--- config.mk ---
export PLATFORM = sky130hd
export DESIGN_NAME = fifo_rr_merge
export DESIGN_NICKNAME = d
export VERILOG_FILES = /design/src/rtl/fifo_rr_merge_pkg.sv /design/src/rtl/rr_arbiter.sv /design/src/rtl/fifo_rr_merge.sv
export SDC_FILE = /design/constraint.sdc
export NUM_CORES = 1
export LEC_CHECK = 0
export ABC_CLOCK_PERIOD_IN_PS = 1200
export CAP_MARGIN = 20
export CORE_MARGIN = 1.5
export CORE_UTILIZATION = 32
export DETAILED_ROUTE_END_ITERATION = 10
export PLACE_DENSITY = 0.78
export SYNTH_ARGS = -nofsm -noshare
export SYNTH_HDL_FRONTEND = slang
export SYNTH_SLANG_ARGS = --single-unit
--- constraint.sdc ---
create_clock -name clk -period 1.2 [get_ports clk]
set_input_delay 0.24 -clock clk [delete_from_list [all_inputs] [get_ports clk]]
set_output_delay 0.24 -clock clk [all_outputs]
set_load 0.005 [all_outputs]
--- src/rtl/fifo_rr_merge_pkg.sv ---
// Shared helpers for blocks that tag words with a fifo_multi lane number.
// Latency: n/a (compile-time function only).
// Backpressure: n/a.
package fifo_rr_merge_pkg;

  // Lane-id width; one bit minimum so a single-lane build still has a port.
  function automatic int id_width(input int m);
    return (m > 1) ? $clog2(m) : 1;
  endfunction

endpackage

--- src/rtl/rr_arbiter.sv ---
// Round-robin grant: first requester at or after ptr, wrapping modulo M.
// Latency: purely combinational.
// Backpressure: en low forces gnt to zero and any low.
module rr_arbiter
  import fifo_rr_merge_pkg::*;
#(
  parameter int M = 2,
  localparam int ID_WIDTH = id_width(M)
) (
  input  logic [M-1:0]        req,
  input  logic [ID_WIDTH-1:0] ptr,
  input  logic                en,
  output logic [M-1:0]        gnt,
  output logic [ID_WIDTH-1:0] gnt_id,
  output logic                any
);

  logic [2*M-1:0] req_dbl;
  logic [2*M-1:0] win;
  logic [2*M-1:0] cand;

  // Two copies of req back to back so the wrap becomes a plain upward scan.
  assign req_dbl = {req, req};

  // Window of exactly M positions beginning at ptr inside the doubled vector.
  always_comb begin
    win = '0;
    for (int j = 0; j < 2 * M; j++) begin
      win[j] = (j >= int'(ptr)) && (j < int'(ptr) + M);
    end
  end

  assign cand = req_dbl & win;

  // Lowest set bit of the window wins; fold its position back into 0..M-1.
  always_comb begin
    logic found;
    int   idx;
    gnt    = '0;
    gnt_id = '0;
    found  = 1'b0;
    idx    = 0;
    for (int j = 0; j < 2 * M; j++) begin
      if (cand[j] && !found) begin
        found = 1'b1;
        idx   = (j >= M) ? j - M : j;
      end
    end
    if (found && en) begin
      gnt[idx] = 1'b1;
      gnt_id   = ID_WIDTH'(idx);
    end
    any = found && en;
  end

endmodule

--- src/rtl/fifo_rr_merge.sv ---
// Merges M show-ahead lanes into one valid/ready stream tagged with lane id.
// Latency: one cycle from grant (in_read) to out_valid; one word per cycle.
// Backpressure: output register stalls when out_valid && !out_ready; no pops then.
module fifo_rr_merge
  import fifo_rr_merge_pkg::*;
#(
  parameter int M          = 2,
  parameter int DATA_WIDTH = 8,
  localparam int ID_WIDTH  = id_width(M)
) (
  input  logic                    clk,
  input  logic                    arst_n,
  input  logic [M-1:0]            in_empty_n,
  output logic [M-1:0]            in_read,
  input  logic [M*DATA_WIDTH-1:0] in_data,
  output logic                    out_valid,
  input  logic                    out_ready,
  output logic [DATA_WIDTH-1:0]   out_data,
  output logic [ID_WIDTH-1:0]     out_id
);

  logic                  load;
  logic                  any;
  logic [ID_WIDTH-1:0]   ptr;
  logic [ID_WIDTH-1:0]   ptr_nxt;
  logic [ID_WIDTH-1:0]   gnt_id;
  logic [DATA_WIDTH-1:0] gnt_data;

  // The output register can take a new word when empty or being drained now.
  assign load = !out_valid || out_ready;

  rr_arbiter #(
    .M(M)
  ) u_arb (
    .req    (in_empty_n),
    .ptr    (ptr),
    .en     (load),
    .gnt    (in_read),
    .gnt_id (gnt_id),
    .any    (any)
  );

  // One-hot mux of the granted lane's head word.
  always_comb begin
    gnt_data = '0;
    for (int k = 0; k < M; k++) begin
      if (in_read[k]) begin
        gnt_data = in_data[k*DATA_WIDTH +: DATA_WIDTH];
      end
    end
  end

  // Pointer moves to the lane after the winner so it gets lowest priority next.
  always_comb begin
    if (int'(gnt_id) == M - 1) begin
      ptr_nxt = '0;
    end else begin
      ptr_nxt = ID_WIDTH'(int'(gnt_id) + 1);
    end
  end

  // Output register and round-robin pointer; both hold while stalled.
  always_ff @(posedge clk or negedge arst_n) begin
    if (!arst_n) begin
      out_valid <= 1'b0;
      out_data  <= '0;
      out_id    <= '0;
      ptr       <= '0;
    end else if (load) begin
      if (any) begin
        out_valid <= 1'b1;
        out_data  <= gnt_data;
        out_id    <= gnt_id;
        ptr       <= ptr_nxt;
      end else begin
        out_valid <= 1'b0;
      end
    end
  end

endmodule

After elaboration in Yosys (flattened, before gate mapping)
Cells that the tools add are included.
{ "totals": {"register_bits": 11, "out_inout_bits": 12} }
{ "classes": {"addsub": 2, "order_cmp": 7, "n_mux": 15, "n_bitwise": 1, "reduce_logical": 12} }
{ "op_table": {"columns": ["op", "n"], "rows": [
  ["3-bit by 32-bit < comparator with 1-bit output (first input constant)", 2],
  ["32-bit two-way mux", 2],
  ["32-bit by 1-bit >= comparator with 1-bit output (second input constant)", 1],
  ["1-bit by 32-bit < comparator with 1-bit output (first input constant)", 1],
  ["2-bit by 32-bit < comparator with 1-bit output (first input constant)", 1],
  ["32-bit by 3-bit < comparator with 1-bit output (second input constant)", 1],
  ["8-bit two-way mux", 2],
  ["1-bit two-way mux", 9],
  ["1-bit logical AND", 6],
  ["4-bit AND", 1],
  ["1-bit logical NOT", 4],
  ["1-bit by 2-bit adder with 3-bit output (second input constant)", 1],
  ["2-bit two-way mux", 1],
  ["2-bit AND reduction", 1],
  ["1-bit adder (second input constant)", 1],
  ["1-bit demux with 1-bit select", 1],
  ["1-bit >= comparator (first input constant)", 1],
  ["1-bit logical OR", 1]
]} }

Longest topological paths before layout
Gate-level depths: netlist of the first run.
{ "depth": {"word_depth": 21, "mapped_depth": 4, "ltp_nobuf": 3} }

Cells and area by module
From an unflattened synthesis of the first run, not the netlist that was laid out.
{ "unflattened": {"cells_unflattened": 46, "hier_area_um2": 546.8} }
{ "modules_own_cells": {"columns": ["module", "n_inst", "cells_per_inst", "area_per_inst_um2", "seq_area_each_um2"], "rows": [
  ["fifo_rr_merge", 1, 39, 510.5, 275.3],
  ["rr_arbiter", 1, 7, 36.3, 0.0]
]} }

Least setup slack after synthesis of the first run
Ideal clock, no wire load.
{ "synth_path": {"kind": "register to output", "from": "register out_valid", "to": "output in_read[1]", "arrival_ns": 0.989, "t_required_ns": 0.960, "setup_slack_ns": -0.029, "path_stages_with_launch": 5, "n_path_buf": 2, "path_cell_list": "dfrtp_1 nor2b_4 buf_2 nor3b_2 buf_4"} }
{ "synth_between": {"elab_chain_len": 4} }
{ "synth_rtl": {"columns": ["item", "line_no", "text"], "rows": [
  ["start, declared", "fifo_rr_merge.sv:16", "output logic out_valid,"],
  ["start signal, assigned", "fifo_rr_merge.sv:65", "out_valid <= 1'b0;"],
  ["start signal, assigned", "fifo_rr_merge.sv:71", "out_valid <= 1'b1;"],
  ["start signal, assigned", "fifo_rr_merge.sv:76", "out_valid <= 1'b0;"],
  ["1-bit logical NOT", "fifo_rr_merge.sv:30", "assign load = !out_valid || out_ready;"],
  ["1-bit logical OR", "fifo_rr_merge.sv:30", null],
  ["1-bit logical AND", "rr_arbiter.sv:49", "if (found && en) begin"],
  ["2-bit two-way mux", "rr_arbiter.sv:49", null],
  ["end, declared", "fifo_rr_merge.sv:14", "output logic [M-1:0] in_read,"]
]} }
No other way between the ends.

Final worst setup path of the first run
Same ends and word-level chain as after synthesis.

==> metrics, run 1 <==
run status complete, but fails checks; failing checks setup timing; Synth top area share 0.5104; ANT cells 0; setup tns final -0.9509 ns; Max-Cap Viols 0; Min Hold Slack between 0.2 and 0.3 ns; FP Rows 14; main area contributors after synthesis dfrtp_1 51%, a221o_1 15%, nor3_1 7.4%; Hold Fails Final Rpt 0; Die ar. just under 2000 sq um; crit-path leading delay family flip-flops; WP depth 3; clock-pin slew on the worst setup and hold paths around 0.070 ns; dpl hpwl 1.128 mm; Startpoint Class flop; DP Cell Count 99; crit-path cells nor2b_4, nor3b_2, buf_2; core area approximately 1500 sq um; Synthesized Nets 69; GRT Util Overall 0.1918; Worst setup EP type primary output; flops & latches, synth 11; drt first pass iters 3; CP bufs+invs 1; number of I/O pins 33; clk sinks 11; largest area contributor in the netlist dfrtp_1; Final period util 1.145; CTS tree done; leak pwr around 0.47 nW; htree depth 1; worst endpoint data arrival time roughly 1.1 ns; initial core utilization 0.3498; Die H about 44 um; Peak VDD IR 0.0008867 V; fin util 0.6380; CP max stage delay around 0.37 ns; GRT Residual Overflow 0; Setup Crit Path Kind flop to primary output; Reg power frac 0.426; Worst Skew roughly 0.0062 ns; initial antenna violation count 0; Final min period between 1 and 1.5 ns; Slew @ Worst Pin ~0.52 ns; Vias/cell approximately 5.3; Final WS setup -0.1746 ns; nets@finish between 100 and 150; clock root buffer clkbuf_4; vias in the first global route around 600; combinational fraction of design power 0.330; DR iter-0 viols 6; R2R setup slack -0.09 ns; CP required 0.96 ns; Max Slew Vio Count 0; input/output buffers 32; Worst path slowest cell dfrtp_1; fin cells 110; part of the power in the clock network 0.243; GPL Wtd Cong slightly above 0.7; RSZ-0062 raised after global routing true; Yosys cell types 14; DRC 0; DRT antenna net count 0; pin count of the biggest net entering global routing 12; worst skew pair latency between 0.2 and 0.3 ns; wire per inst roughly 14 um; switching share of power 0.2756; FMAX around 730 MHz; first-pass GRT wire length ~2.6 mm; Ys Warns 0; register area share after synthesis 0.5104; Slew HR 0.6517; CP Max Fanout 4; area grow syn2layout 82.37%; synthesized instance count 48; # setup viols final 10; Cell Int Power 0.7848 mW; min-delay worst type input pin to asynchronous set/reset pin; Die Wd between 40 and 50 um; Post-Syn Area 539.3 sq um; Reg2Reg Depth 4; Avg Inst Size Synth 11.23 sq um; DR vias 578; routed wire length ~1.6 mm; TritonCTS Buffers 3; CTS max path bufs 2; share of cells above drive strength 1 0.2766; Sw Pwr around 0.30 mW; PwrDens about 1100 nW/um^2
[worst register-to-register path, delay by kind of cell (launching register included)]
family	cells	cell delay (ns)
AOI/OAI and AO/OA	2	0.49
buffers and inverters	1	0.15
and+or+nand+nor	1	0.15
DFF	1	0.37
[stage by stage]
step | total power, mW | instance area, sq um | setup WS (ns)
global route | 1.136 | 983.4 | -0.2361
finish | 1.083 | 983.4 | -0.1746
CTS | 1.080 | 980.9 | -0.2016
detailed placement | 0.8120 | 907.1 | -0.6647
floorplan | 0.5879 | 541.8 | 0.001203
global placement | 0.8045 | 907.1 | -0.6642
[final timing paths]
kind                       startpoint     endpoint
setup / recovery            out_valid   in_read[1]
hold / removal                 arst_n  out_data[5]
setup reg to reg            out_valid  out_data[4]
hold reg to reg                out_id       out_id
max in group asynchronous      arst_n          ptr
min in group clk               out_id       out_id
[power by group through the flow]
stage	sequential [mW]	combinational [mW]	clock, mW
global route	0.469	0.389	0.278
finish	0.462	0.358	0.264
floorplan	0.470	0.118	0
detailed placement	0.469	0.343	0
CTS	0.460	0.359	0.261
global placement	0.469	0.336	0
[logic make-up after synthesis]
group,after synthesis,synth area share
buffers and inverters,5,0.05335
and+or+nand+nor,20,0.2019
AOI/OAI and AO/OA,12,0.2343
DFF,11,0.5104
[placed cells by master (no fill, tap or decap), types with 2 or more instances in the layout]
cell type         n
buf_4            13
clkbuf_4          3
dfrtp_1          10
dlygate4sd2_1    12
a21o_1            2
clkdlybuf4s50_1  17
a221o_1           8
o21bai_4          2
buf_2             2
nor3_1            8
nand2_1           8
[flip-flops by register name (all words and copies together) (netlist names)]
signal	cells
out_id	1
ptr	1
out_valid	1
out_data	8
[cell type report]
type                    count  area, sq um
multi-input cells          33        264.0
fillers                   143        558.0
inverters                   1        3.754
repair buffers             45        392.9
flip-flops and latches     11        276.5
clock buffers               4        26.28
well taps                  16        20.02
[what timing repair did]
item | 4_1_cts | 5_1_grt
pin swaps | 2 | 2
gates cloned | 1 | 0
buffers inserted | 6 | 0
setup endpoints to repair | 22 | 12
resized for setup | 24 | 2
hold buffers | 0 | 0
[cell usage after synthesis (all sizes together)]
library cell,number
dfrtp,11
a221o,8
nand2,8
nor3,8
buf,4
a21o,2
nor2b,2
a211oi,1
inv,1
nor3b,1
o21bai,1
or3,1
[metal layers]
metal,wire length (um),GRT usage,up-vias
met4,40,0.1091,0
met3,80,0.04082,5
met5,0,0,-
met1,613,0.2063,281
li1,-,-,273
met2,839,0.3441,19
Note: power is estimated with default switching activity, not from simulation.
==> run 2, diff against run 1 <==
--- a/config.mk
+++ b/config.mk
@@ -10,6 +10,7 @@
 export CORE_MARGIN = 1.5
 export CORE_UTILIZATION = 32
 export DETAILED_ROUTE_END_ITERATION = 10
+export GPL_ROUTABILITY_DRIVEN = 0
 export PLACE_DENSITY = 0.78
 export SYNTH_ARGS = -nofsm -noshare
 export SYNTH_HDL_FRONTEND = slang
==> results of run 2 <==
Final layout, timing and power as in run 1 (identical DEF).
